===== src/rtl/rm_lane_allocator.sv =====
// rm_lane_allocator: allocates monitor lanes to contexts, clears them, and reports qualified rule hits round-robin
module rm_lane_allocator #(
  parameter int NUM_LANES = 5,
  parameter int NUM_RULES = 5,
  parameter int CTX_W = 8,
  localparam int LANE_W = $clog2(NUM_LANES),
  localparam int RULE_W = $clog2(NUM_RULES)
) (
  input  logic                           clk_i,
  input  logic                           rst_ni,
  input  logic                           alloc_req_i,
  input  logic [CTX_W-1:0]               alloc_ctx_i,
  output logic                           alloc_gnt_o,
  output logic [LANE_W-1:0]              alloc_lane_o,
  output logic                           alloc_full_o,
  input  logic                           free_valid_i,
  input  logic [LANE_W-1:0]              free_lane_i,
  output logic [NUM_LANES-1:0]           lane_reset_o,
  output logic [NUM_LANES-1:0]           lane_busy_o,
  input  logic [NUM_LANES*NUM_RULES-1:0] monitor_i,
  output logic                           alert_valid_o,
  input  logic                           alert_ready_i,
  output logic [LANE_W-1:0]              alert_lane_o,
  output logic [RULE_W-1:0]              alert_rule_o,
  output logic [CTX_W-1:0]               alert_ctx_o
);
  typedef enum logic [2:0] {FREE, CLR, ACTIVE, FLAGGED, REPORTED} state_t;
  state_t               st   [NUM_LANES];
  logic [CTX_W-1:0]     ctx  [NUM_LANES];
  logic [NUM_RULES-1:0] hits [NUM_LANES];
  logic [LANE_W-1:0]    ptr, free_idx, pick;
  logic [RULE_W-1:0]    pick_rule;
  logic                 free_any, pick_ok, do_gnt, accept;
  // Descending scans so the last match wins: lowest free lane, first flagged lane from ptr
  always_comb begin
    free_any = 1'b0;
    free_idx = '0;
    pick_ok = 1'b0;
    pick = '0;
    pick_rule = '0;
    lane_reset_o = '0;
    lane_busy_o = '0;
    for (int k = NUM_LANES-1; k >= 0; k--) begin
      lane_reset_o[k] = st[k] == FREE || st[k] == CLR;
      lane_busy_o[k] = st[k] != FREE;
      if (st[k] == FREE) begin
        free_any = 1'b1;
        free_idx = LANE_W'(k);
      end
      if (st[(int'(ptr) + k) % NUM_LANES] == FLAGGED) begin
        pick_ok = 1'b1;
        pick = LANE_W'((int'(ptr) + k) % NUM_LANES);
      end
    end
    for (int r = NUM_RULES-1; r >= 0; r--)
      if (hits[pick][r]) pick_rule = RULE_W'(r);
  end
  assign alloc_full_o = !free_any;
  assign do_gnt = alloc_req_i && free_any && !alloc_gnt_o;
  assign accept = alert_valid_o && alert_ready_i;
  always_ff @(posedge clk_i or negedge rst_ni) begin
    if (!rst_ni) begin
      for (int i = 0; i < NUM_LANES; i++) begin
        st[i] <= FREE;
        ctx[i] <= '0;
        hits[i] <= '0;
      end
      alloc_gnt_o <= 1'b0;
      alloc_lane_o <= '0;
      alert_valid_o <= 1'b0;
      alert_lane_o <= '0;
      alert_rule_o <= '0;
      alert_ctx_o <= '0;
      ptr <= '0;
    end else begin
      alloc_gnt_o <= do_gnt;
      if (do_gnt) alloc_lane_o <= free_idx;
      for (int i = 0; i < NUM_LANES; i++) begin
        if (do_gnt && free_idx == LANE_W'(i)) begin
          st[i] <= CLR;
          ctx[i] <= alloc_ctx_i;
        end else if (st[i] == CLR) begin
          st[i] <= ACTIVE;
        end else if (free_valid_i && free_lane_i == LANE_W'(i) && (st[i] == ACTIVE || st[i] == REPORTED)) begin
          st[i] <= FREE;
        end else if (st[i] == ACTIVE && |monitor_i[i*NUM_RULES +: NUM_RULES]) begin
          st[i] <= FLAGGED;
          hits[i] <= monitor_i[i*NUM_RULES +: NUM_RULES];
        end else if (accept && alert_lane_o == LANE_W'(i)) begin
          st[i] <= REPORTED;
        end
      end
      if (accept) begin
        alert_valid_o <= 1'b0;
        ptr <= alert_lane_o == LANE_W'(NUM_LANES-1) ? '0 : alert_lane_o + 1'b1;
      end else if (!alert_valid_o && pick_ok) begin
        alert_valid_o <= 1'b1;
        alert_lane_o <= pick;
        alert_rule_o <= pick_rule;
        alert_ctx_o <= ctx[pick];
      end
    end
  end
endmodule


===== config.mk =====
export PLATFORM = sky130hd
export DESIGN_NAME = rm_lane_allocator
export DESIGN_NICKNAME = d
export VERILOG_FILES = /design/src/rtl/rm_lane_allocator.sv
export SDC_FILE = /design/constraint.sdc
export NUM_CORES = 1
export LEC_CHECK = 0
export CORE_MARGIN = 10
export CORE_UTILIZATION = 45
export DETAILED_ROUTE_END_ITERATION = 7
export GPL_TIMING_DRIVEN = 0
export PLACE_DENSITY_LB_ADDON = 0.08
export SETUP_SLACK_MARGIN = 0.1
export SLEW_MARGIN = 20
export SYNTH_ARGS = -nofsm -noshare
export SYNTH_HDL_FRONTEND = slang
export SYNTH_SLANG_ARGS = --single-unit
export TNS_END_PERCENT = 100

===== constraint.sdc =====
create_clock -name clk_i -period 5.2 [get_ports clk_i]
set_input_delay 0.52 -clock clk_i [delete_from_list [all_inputs] [get_ports clk_i]]
set_output_delay 0.52 -clock clk_i [all_outputs]
set_load 0.05 [all_outputs]

Yosys cells after proc, flatten, opt, wreduce, memory -nomap -nowiden
Index checks and enable logic that the tools add are counted.
Operators by class
  mux-type cells: 74
  reduce and logical (&&, ||, !) cells: 72
  eq/ne operators: 32
  add/sub/neg operators: 5
  div/mod/pow operators: 5
  bitwise operators: 22
  order comparisons: 6
Operators by type and width (number)
  32-bit by 4-bit >= comparator with 1-bit output, second input constant: 5
  32-bit NOT: 5
  3-bit 2-to-1 mux: 51
  32-bit by 4-bit modulo with 32-bit output, second input constant: 4
  3-bit by 2-bit equality test with 1-bit output, second input constant: 16
  3-bit binary-select mux with 3-bit select: 5
  4-bit by 4-bit modulo with 32-bit output, second input constant: 1
  1-bit logical AND: 29
  5-bit nonzero test: 5
  5-bit OR reduction: 5
  8-bit binary-select mux with 3-bit select: 1
  3-bit by 1-bit equality test with 1-bit output, second input constant: 8
  3-bit equality test, second input constant: 8
  3-bit zero test: 8
  4-bit AND reduction: 5
  8-bit 2-to-1 mux: 2
  1-bit NOT: 16
  5-bit binary-select mux with 3-bit select: 1
  3-bit nonzero test: 5
  1-bit 2-to-1 mux: 12
  1-bit logical OR: 10
  5-bit 2-to-1 mux: 2
  3-bit by 2-bit adder with 4-bit output, second input constant: 2
  3-bit by 1-bit adder with 4-bit output, second input constant: 1
  other kinds (7): 9
Storage, ports and cells
  register bits: 102
  input bits: 41
  logic and storage cells: 238
  output and inout port bits: 30

Depth between registers and ports, before layout
Gate-level depths: netlist of run 1.
  depth after elaboration: 21
  depth in mapped cells: 27
  gate-level depth less buffers: 22

Worst setup path after synthesis of run 1
Ideal clock, no wire load.
  path kind: register to register
  start point: register ptr[0]
  end point: register alert_rule_o[2]
  path buffers: 4
  stages on the path, launching flop included: 25
  setup slack: -430 ps
  library setup time: 104 ps
  arrival: 5527 ps
  required time: 5096 ps
  clock period less this slack: 5630 ps
  path through: dfrtp_1 -> buf_6 -> buf_4 -> clkbuf_1 -> inv_1 -> ha_1 -> inv_1 -> ha_1 -> inv_1 -> ha_1 -> or3_4 -> and2_1 -> xnor2_2 -> inv_2 -> ha_1 -> and3_1 -> o21a_4 -> or4_4 -> a2111o_1 -> a21oi_2 -> buf_4 -> mux2i_1 -> nand3b_1 -> a31o_1 -> o41ai_2
On the way
  longest elaborated chain between the ends: 21
  elaborated cells between the ends (all ways): 55
  classes of those cells: add/sub: 4; div: 5; eq/ne: 5; mux: 33; bitwise: 6; reduce/logical: 2
Ends and longest elaborated chain
  start: declaration: line 31  | logic [LANE_W-1:0] ptr, free_idx, pick;
  start signal: assignment: line 95  | ptr <= alert_lane_o == LANE_W'(NUM_LANES-1) ? '0 : alert_lane_o + 1'b1;
  3-bit by 3-bit adder with 4-bit output: line 50, 52
  32-bit by 4-bit modulo with 32-bit output: line 50, 52
  32-bit NOT (not written as such): line 50  | if (st[(int'(ptr) + k) % NUM_LANES] == FLAGGED) begin
  3-bit binary-select mux with 3-bit select: line 50
  3-bit 2-to-1 mux (not written as such) (2 in a row): line 50
  3-bit by 2-bit equality test with 1-bit output: line 50
  3-bit 2-to-1 mux (5 in a row): line 50
  3-bit NOT with 4-bit output (not written as such): line 56  | if (hits[pick][r]) pick_rule = RULE_W'(r);
  5-bit binary-select mux with 3-bit select: line 56
  5-bit 2-to-1 mux (not written as such) (2 in a row): line 56
  3-bit 2-to-1 mux (5 in a row): line 56
  end signal: assignment: line 99  | alert_rule_o <= pick_rule;
  end: declaration: line 24  | output logic [RULE_W-1:0] alert_rule_o,
Several ways; a longest one is shown, not always the timed one. The select of a mux whose other input is x is not followed.
A chain may end at the register's enable or synchronous reset.

Worst setup path in the final report of run 1
Ends and elaborated chain as after synthesis.

==> metrics.yaml, run 1 <==
gp_congestion: 0.951
dp.final_hpwl_um: 13500
clk_root_buffer_cell: "sky130_fd_sc_hd__clkbuf_16"
synthAdderAreaFrac_pct: 5.51
clkTransAtPathRegs_ns: 0.07
ys_warns: 0
drt_iter0_markers: 349
clock_period_minus_final_worst_setup_slack_ns: 5.04
grt_use_total_pct: 18.4
final_max_slew_viol_count: 0
via_per_inst: 5.74
coreArea_um2: 14400
synthesis.area_per_instance_um2: 10.1
post-route-period-util_pct: 97.0
dieWidth_um: 141
slew_headroom_pct: 33.2
ant_nets: 0
drtPass1Iterations: 5
io-pin-count: 71
max_freq_ghz: 0.198
largest_net_degree_at_the_start_of_global_routing: 55
floorplan.rows: 44
grt_setup_unrepaired: "true"
gr-total-overflow: 0
cts_hold_buffers: 0
layout-drive-gt1-share_pct: 24.7
highest_fanout_seen_on_the_critical_path: 7
critPathArrivalTime_ns: 5.30
portBuffers: 70
r2r_cells: 22
post_synthesis_cell_area_um2: 6580
synthArstFlopShare_pct: 100
syn_inst: 653
number_of_synthesized_flops_with_an_enable_pin: 0
cts_num_sinks: 102
fp.dieArea_um2: 19900
final_cell_mix: "sky130_fd_sc_hd__dfrtp_1, sky130_fd_sc_hd__clkdlybuf4s50_1, sky130_fd_sc_hd__mux2_2"
routed_wire_length_per_instance_um: 19.5
syn_nets: 723
synth_top_family_by_area: "multiplexers"
num-fill-cells: 1235
synth-compound-area-share_pct: 14.9
run_status: "finished clean"
final_common_cell: "sky130_fd_sc_hd__dfrtp_1"
fin_hold_ws_ns: 0.100
num_vias: 5513
worst_setup_path_end_kind: "flip-flop"
cts_tree: "done"
start_util_pct: 45.6
timing_worst_slew_pin_value_ns: 0.999
yosys.area_share.simple_pct: 16.4
synthMuxAreaShare_pct: 19.1
finalHoldViolCount: 0
maxCapViolations: 0
insertion_delay_ns: 0.35
xor_xnor_cell_area_share_of_the_yosys_netlist_pct: 1.31
deepest_level_of_the_cts_h_tree: 3
ctsLongestPathBuffers: 2
nNetsFinal: 841
finClkSkew_ns: 0.0111
grt_antenna_before_repair: 0
n_antenna_cell: 0
cts_buffers: 9
yosysSeqAreaShare_pct: 38.8
drc_errors: 0
report.final.setup_viol: 0
post_synth_num_cell_types: 79
worst-setup-path-type: "reg2reg"
synth_top_flop_cell: "sky130_fd_sc_hd__dfrtp_1"
data_required_critical_path_ns: 5.45
grt_pass1_wl_um: 29400
first_global_vias: 5607
area_growth_pct: 28.6
ys_ff_latch: 102
die_boundary_height_um: 141
worstSetupStartpointType: "flip-flop"
hp-class: "in2async"
finalWirelength_um: 18700
[cell usage after synthesis, types with 12 or more instances]
| cell | n | area [um2] |
|---|---|---|
| sky130_fd_sc_hd__dfrtp_1 | 102 | 2550 |
| sky130_fd_sc_hd__mux2i_1 | 47 | 470 |
| sky130_fd_sc_hd__nand3_1 | 14 | 70.1 |
| sky130_fd_sc_hd__a21oi_1 | 39 | 195 |
| sky130_fd_sc_hd__nand3b_1 | 12 | 90.1 |
| sky130_fd_sc_hd__nor3_1 | 22 | 110 |
| sky130_fd_sc_hd__nor2b_1 | 12 | 75.1 |
| sky130_fd_sc_hd__ha_1 | 29 | 363 |
| sky130_fd_sc_hd__nor2_1 | 50 | 188 |
| sky130_fd_sc_hd__inv_1 | 33 | 124 |
| sky130_fd_sc_hd__mux2_2 | 66 | 743 |
| sky130_fd_sc_hd__nand2_1 | 44 | 165 |
| sky130_fd_sc_hd__o21ai_0 | 14 | 70.1 |
| sky130_fd_sc_hd__clkbuf_1 | 12 | 45.0 |
[critical path: stages (launching register included)]
cell,delay [ns]
sky130_fd_sc_hd__dfrtp_2,0.44
sky130_fd_sc_hd__buf_8,0.14
sky130_fd_sc_hd__inv_8,0.05
sky130_fd_sc_hd__ha_4,0.14
sky130_fd_sc_hd__inv_4,0.03
sky130_fd_sc_hd__ha_4,0.27
sky130_fd_sc_hd__inv_4,0.04
sky130_fd_sc_hd__ha_4,0.14
sky130_fd_sc_hd__or3_4,0.33
sky130_fd_sc_hd__and2_4,0.16
sky130_fd_sc_hd__xnor2_4,0.18
sky130_fd_sc_hd__inv_2,0.09
sky130_fd_sc_hd__ha_4,0.17
sky130_fd_sc_hd__o22ai_4,0.18
sky130_fd_sc_hd__o22ai_4,0.12
sky130_fd_sc_hd__o21a_1,0.13
sky130_fd_sc_hd__or4_4,0.54
sky130_fd_sc_hd__a2111o_1,0.42
sky130_fd_sc_hd__a21oi_4,0.22
sky130_fd_sc_hd__buf_8,0.16
sky130_fd_sc_hd__buf_6,0.10
sky130_fd_sc_hd__mux4_2,0.52
sky130_fd_sc_hd__o41ai_4,0.35
[flip-flops by register name, indices dropped and copies added (netlist names)]
register	cells
st	15
alloc_lane_o	3
ptr	3
alert_valid_o	1
alloc_gnt_o	1
alert_lane_o	3
ctx	40
alert_ctx_o	8
alert_rule_o	3
hits	25
[metrics by stage]
step / instance area [um2] / util, % / setup TNS [ns] / setup slack [ns] / cells
floorplan: 6700 / - / 0 / 0.0309 / 653
global placement: 7630 / 52.9 / -30.53 / -0.647 / 907
detailed placement: 7670 / 53.2 / -5.20 / -0.527 / 908
CTS: 8290 / 57.5 / 0 / 0.0247 / 949
global route: 8460 / 58.7 / 0 / 0.0141 / 960
finish: 8460 / 58.7 / 0 / 0.157 / 960
[logic make-up after synthesis]
| group | after synthesis |
|---|---|
| XOR/XNOR | 9 |
| AND/OR/NAND/NOR | 205 |
| adder cells (fa/ha/maj) | 29 |
| flip-flops | 102 |
| AO/OA/AOI/OAI | 132 |
| multiplexers | 115 |
| buffers and inverters | 61 |
[final timing paths]
path | from | endpoint | slack, ns
max reg2reg | ptr[0]$_DFFE_PN0P_ | alert_rule_o[2]$_DFFE_PN0P_ | 0.16
max in group asynchronous | rst_ni | ptr[2]$_DFFE_PN0P_ | 4.44
max | ptr[0]$_DFFE_PN0P_ | alert_rule_o[2]$_DFFE_PN0P_ | 0.16
min in group clk_i | alloc_lane_o[2]$_DFFE_PN0P_ | alloc_lane_o[2]$_DFFE_PN0P_ | 0.49
min | rst_ni | hits[24]$_DFFE_PN0P_ | 0.1
min reg2reg | alloc_lane_o[2]$_DFFE_PN0P_ | alloc_lane_o[2]$_DFFE_PN0P_ | 0.49
[cell type report]
class / instances / area (um2) / share of cell area [%]
buffer: 22 / 141 / 1.67
clock buffer: 11 / 253 / 2.99
clock inverter: 5 / 86.3 / 1.02
inverter: 37 / 161 / 1.91
multi-input combinational: 490 / 4010 / 47.4
sequential: 102 / 2560 / 30.2
tap: 184 / 230 / 2.72
timing repair buffer: 109 / 1020 / 12.1
[per-layer routing]
metal	track usage, %	up-vias	wire length [um]
li1	-	2617	-
met1	22.8	2764	8180
met2	31.1	109	9340
met3	3.56	23	779
met4	6.30	0	391
met5	0	-	0
[timing repair]
item	in CTS	in global routing
endpoints found under the setup margin	14	14
pin swaps	16	18
gates resized for setup	22	20
hold endpoints to repair	0	0
setup buffers	26	12
Power of run 1 is not shown: default switching activity piles up to over one toggle a cycle in this logic, so the estimate is an artifact.
==> run 2: changes to the inputs <==
CELL_PAD_IN_SITES_DETAIL_PLACEMENT = 1   (was not set)
CELL_PAD_IN_SITES_GLOBAL_PLACEMENT = 2   (was not set)
CORE_UTILIZATION = 33   (was 45)
SKIP_CTS_REPAIR_TIMING = 1   (was not set)
==> run 2 against run 1 <==
Effect of this change: the run now ends with negative setup slack left; global-route usage down 2.4 points; core utilization shrank 15 points; non-clock buffer count is 4 higher; sequential share of layout area shrank 0.52 points; highest routed layer unchanged; largest cell class unchanged; critical endpoint is now alert_rule_o[1]$_DFFE_PN0P_; sequential cell count is the same.
==> metrics.yaml, run 2 (same netlist as run 1, synthesis figures left out) <==
finalHoldViolCount: 0  # unchanged
routed_wire_length_per_instance_um: 20.5  # was 19.5 um
clock_period_minus_final_worst_setup_slack_ns: 5.32  # was 5.04 ns
cts_buffers: 9  # unchanged
io-pin-count: 71  # unchanged
largest_register_ff_count: 40  # unchanged
highest_fanout_seen_on_the_critical_path: 7  # unchanged
floorplan.rows: 51  # was 44
critical-path-top-delay-family: "compound AO/OA/AOI/OAI gates"  # unchanged
area_growth_pct: 30.8  # was 28.6%
coreArea_um2: 19500  # was 14400 um2
finalWirelength_um: 21400  # was 18700 um
top_flop_regs: "ctx x40, hits x25, st x15"  # unchanged
timing.critical_path.slowest_cell_delay_ns: 0.54  # about the same
drt_iter0_markers: 227  # was 349
slew_headroom_pct: 35.1  # was 33.2%
data_required_critical_path_ns: 5.47  # was 5.45 ns
grt_setup_unrepaired: "true"  # unchanged
final_cell_mix: "sky130_fd_sc_hd__dfrtp_1, sky130_fd_sc_hd__clkdlybuf4s50_1, sky130_fd_sc_hd__mux2_2"  # unchanged
final_max_slew_viol_count: 0  # unchanged
worst-setup-path-type: "reg2reg"  # unchanged
die_boundary_height_um: 161  # was 141 um
max_freq_ghz: 0.188  # was 0.198 GHz
drc_errors: 0  # unchanged
num_vias: 5520  # was 5513
first_global_vias: 5883  # was 5607
cts_num_sinks: 102  # unchanged
grt_use_total_pct: 16.0  # was 18.4%
post-route-period-util_pct: 102  # was 97.0%
dp.final_hpwl_um: 15900  # was 13500 um
ctsLongestPathBuffers: 2  # unchanged
clkTransAtPathRegs_ns: 0.08  # was 0.07 ns
maxCapViolations: 0  # unchanged
largest_net_degree_at_the_start_of_global_routing: 71  # was 55
fp.dieArea_um2: 26000  # was 19900 um2
wp_buf_inv: 8  # was 7
via_per_inst: 5.28  # was 5.74
worst_setup_path_end_kind: "flip-flop"  # unchanged
num-fill-cells: 2222  # was 1235
timing_worst_slew_pin_value_ns: 0.970  # was 0.999 ns
layout-drive-gt1-share_pct: 25.4  # was 24.7%
critPathArrivalTime_ns: 5.58  # was 5.30 ns
insertion_delay_ns: 0.36  # was 0.35 ns
portBuffers: 70  # unchanged
start_util_pct: 33.7  # was 45.6%
grt_pass1_wl_um: 33100  # was 29400 um
drtPass1Iterations: 4  # was 5
deepest_level_of_the_cts_h_tree: 3  # unchanged
failing_checks: "negative setup slack"
cts_tree: "done"  # unchanged
worstSetupStartpointType: "flip-flop"  # unchanged
finClkSkew_ns: 0.00871  # was 0.0111 ns
hp-class: "in2async"  # unchanged
nNetsFinal: 845  # was 841
report.final.setup_viol: 11  # was 0
grt_antenna_before_repair: 1  # was 0
setup_tns_ns: -0.878  # was 0 ns
top_register: "ctx"  # unchanged
clk_root_buffer_cell: "sky130_fd_sc_hd__clkbuf_16"  # unchanged
ant_nets: 0  # unchanged
n_antenna_cell: 0  # unchanged
critical-path-top-cell-by-count: "sky130_fd_sc_hd__ha_4"  # unchanged
final_common_cell: "sky130_fd_sc_hd__dfrtp_1"  # unchanged
gp_congestion: 0.881  # was 0.951
run_status: "finished with violations"  # was finished clean
critical_path_slowest_stage_cell: "sky130_fd_sc_hd__or4_4"  # unchanged
worst_slack_ns: -0.116  # was 0.157 ns
dieWidth_um: 161  # was 141 um
gr-total-overflow: 0  # unchanged
## run 2: changes by cell type in the layout (fill, tap and decap cells not counted), moves of 2 or more
cell,change
sky130_fd_sc_hd__buf_12,+5
sky130_fd_sc_hd__buf_6,-4
sky130_fd_sc_hd__bufinv_16,-2
sky130_fd_sc_hd__clkbuf_16,+2
sky130_fd_sc_hd__o41ai_2,+2
sky130_fd_sc_hd__o41ai_4,-2
## run 2: layout make-up
class	instances	area (um2)	area share [%]
Buffer	23	185	2.15
Clock buffer	11	243	2.82
Clock inverter	5	46.3	0.538
Inverter	37	166	1.93
Multi-Input combinational cell	490	4000	46.4
Sequential cell	102	2560	29.7
Tap cell	265	332	3.85
Timing Repair Buffer	112	1080	12.6
## run 2: through the flow
step           worst slack, ns  instances  instance area [um2]  utilization (%)  hold slack (ns)
6_report                -0.116       1045                 8610             44.1           0.0371
5_1_grt                 -0.343       1045                 8610             44.1           0.0425
4_1_cts                 -0.673       1005                 8060             41.3           0.0311
3_5_place_dp            -0.651        989                 7770             39.8            0.429
3_3_place_gp            -0.863        988                 7740             39.6            0.468
2_1_floorplan           0.0309        653                 6700                -            0.224
## run 2: worst reg2reg max path, stage by stage, from the launching register on
cell and delay (ns):
sky130_fd_sc_hd__dfrtp_2 0.47, sky130_fd_sc_hd__buf_12 0.16, sky130_fd_sc_hd__clkbuf_16 0.15, sky130_fd_sc_hd__clkinv_8 0.06
sky130_fd_sc_hd__ha_4 0.12, sky130_fd_sc_hd__inv_2 0.04, sky130_fd_sc_hd__ha_4 0.29, sky130_fd_sc_hd__inv_4 0.05
sky130_fd_sc_hd__ha_4 0.15, sky130_fd_sc_hd__or3_4 0.37, sky130_fd_sc_hd__and2_4 0.19, sky130_fd_sc_hd__xnor2_4 0.14
sky130_fd_sc_hd__inv_4 0.10, sky130_fd_sc_hd__ha_4 0.17, sky130_fd_sc_hd__inv_4 0.04, sky130_fd_sc_hd__o22ai_4 0.17
sky130_fd_sc_hd__o22ai_4 0.14, sky130_fd_sc_hd__o21a_4 0.15, sky130_fd_sc_hd__or4_4 0.54, sky130_fd_sc_hd__a2111o_1 0.47
sky130_fd_sc_hd__a21oi_4 0.21, sky130_fd_sc_hd__buf_8 0.18, sky130_fd_sc_hd__mux2i_2 0.25, sky130_fd_sc_hd__nand3b_1 0.10
sky130_fd_sc_hd__a31o_1 0.25, sky130_fd_sc_hd__o32ai_2 0.27
## run 2: routing by layer
metal | GRT usage (%) | up-vias | wire length, um
met4 | 3.68 | 0 | 268
met2 | 27.9 | 74 | 10800
li1 | - | 2630 | -
met3 | 3.08 | 17 | 689
met1 | 20.1 | 2799 | 9670
met5 | 0 | - | 0
## run 2: worst paths after layout
check / end / depth (start not counted) / slack [ns] / startpoint
setup / recovery: alert_rule_o[1]$_DFFE_PN0P_ / 25 / -0.12 / ptr[0]$_DFFE_PN0P_
hold / removal: alert_ctx_o[7]$_DFFE_PN0P_ / 1 / 0.04 / rst_ni
setup reg to reg: alert_rule_o[1]$_DFFE_PN0P_ / 25 / -0.12 / ptr[0]$_DFFE_PN0P_
hold reg to reg: alert_rule_o[0]$_DFFE_PN0P_ / 1 / 0.49 / alert_rule_o[0]$_DFFE_PN0P_
max in group asynchronous: ptr[0]$_DFFE_PN0P_ / 2 / 4.48 / rst_ni
min in group clk_i: alert_rule_o[0]$_DFFE_PN0P_ / 1 / 0.49 / alert_rule_o[0]$_DFFE_PN0P_
Power of run 2 is left out for the same reason.
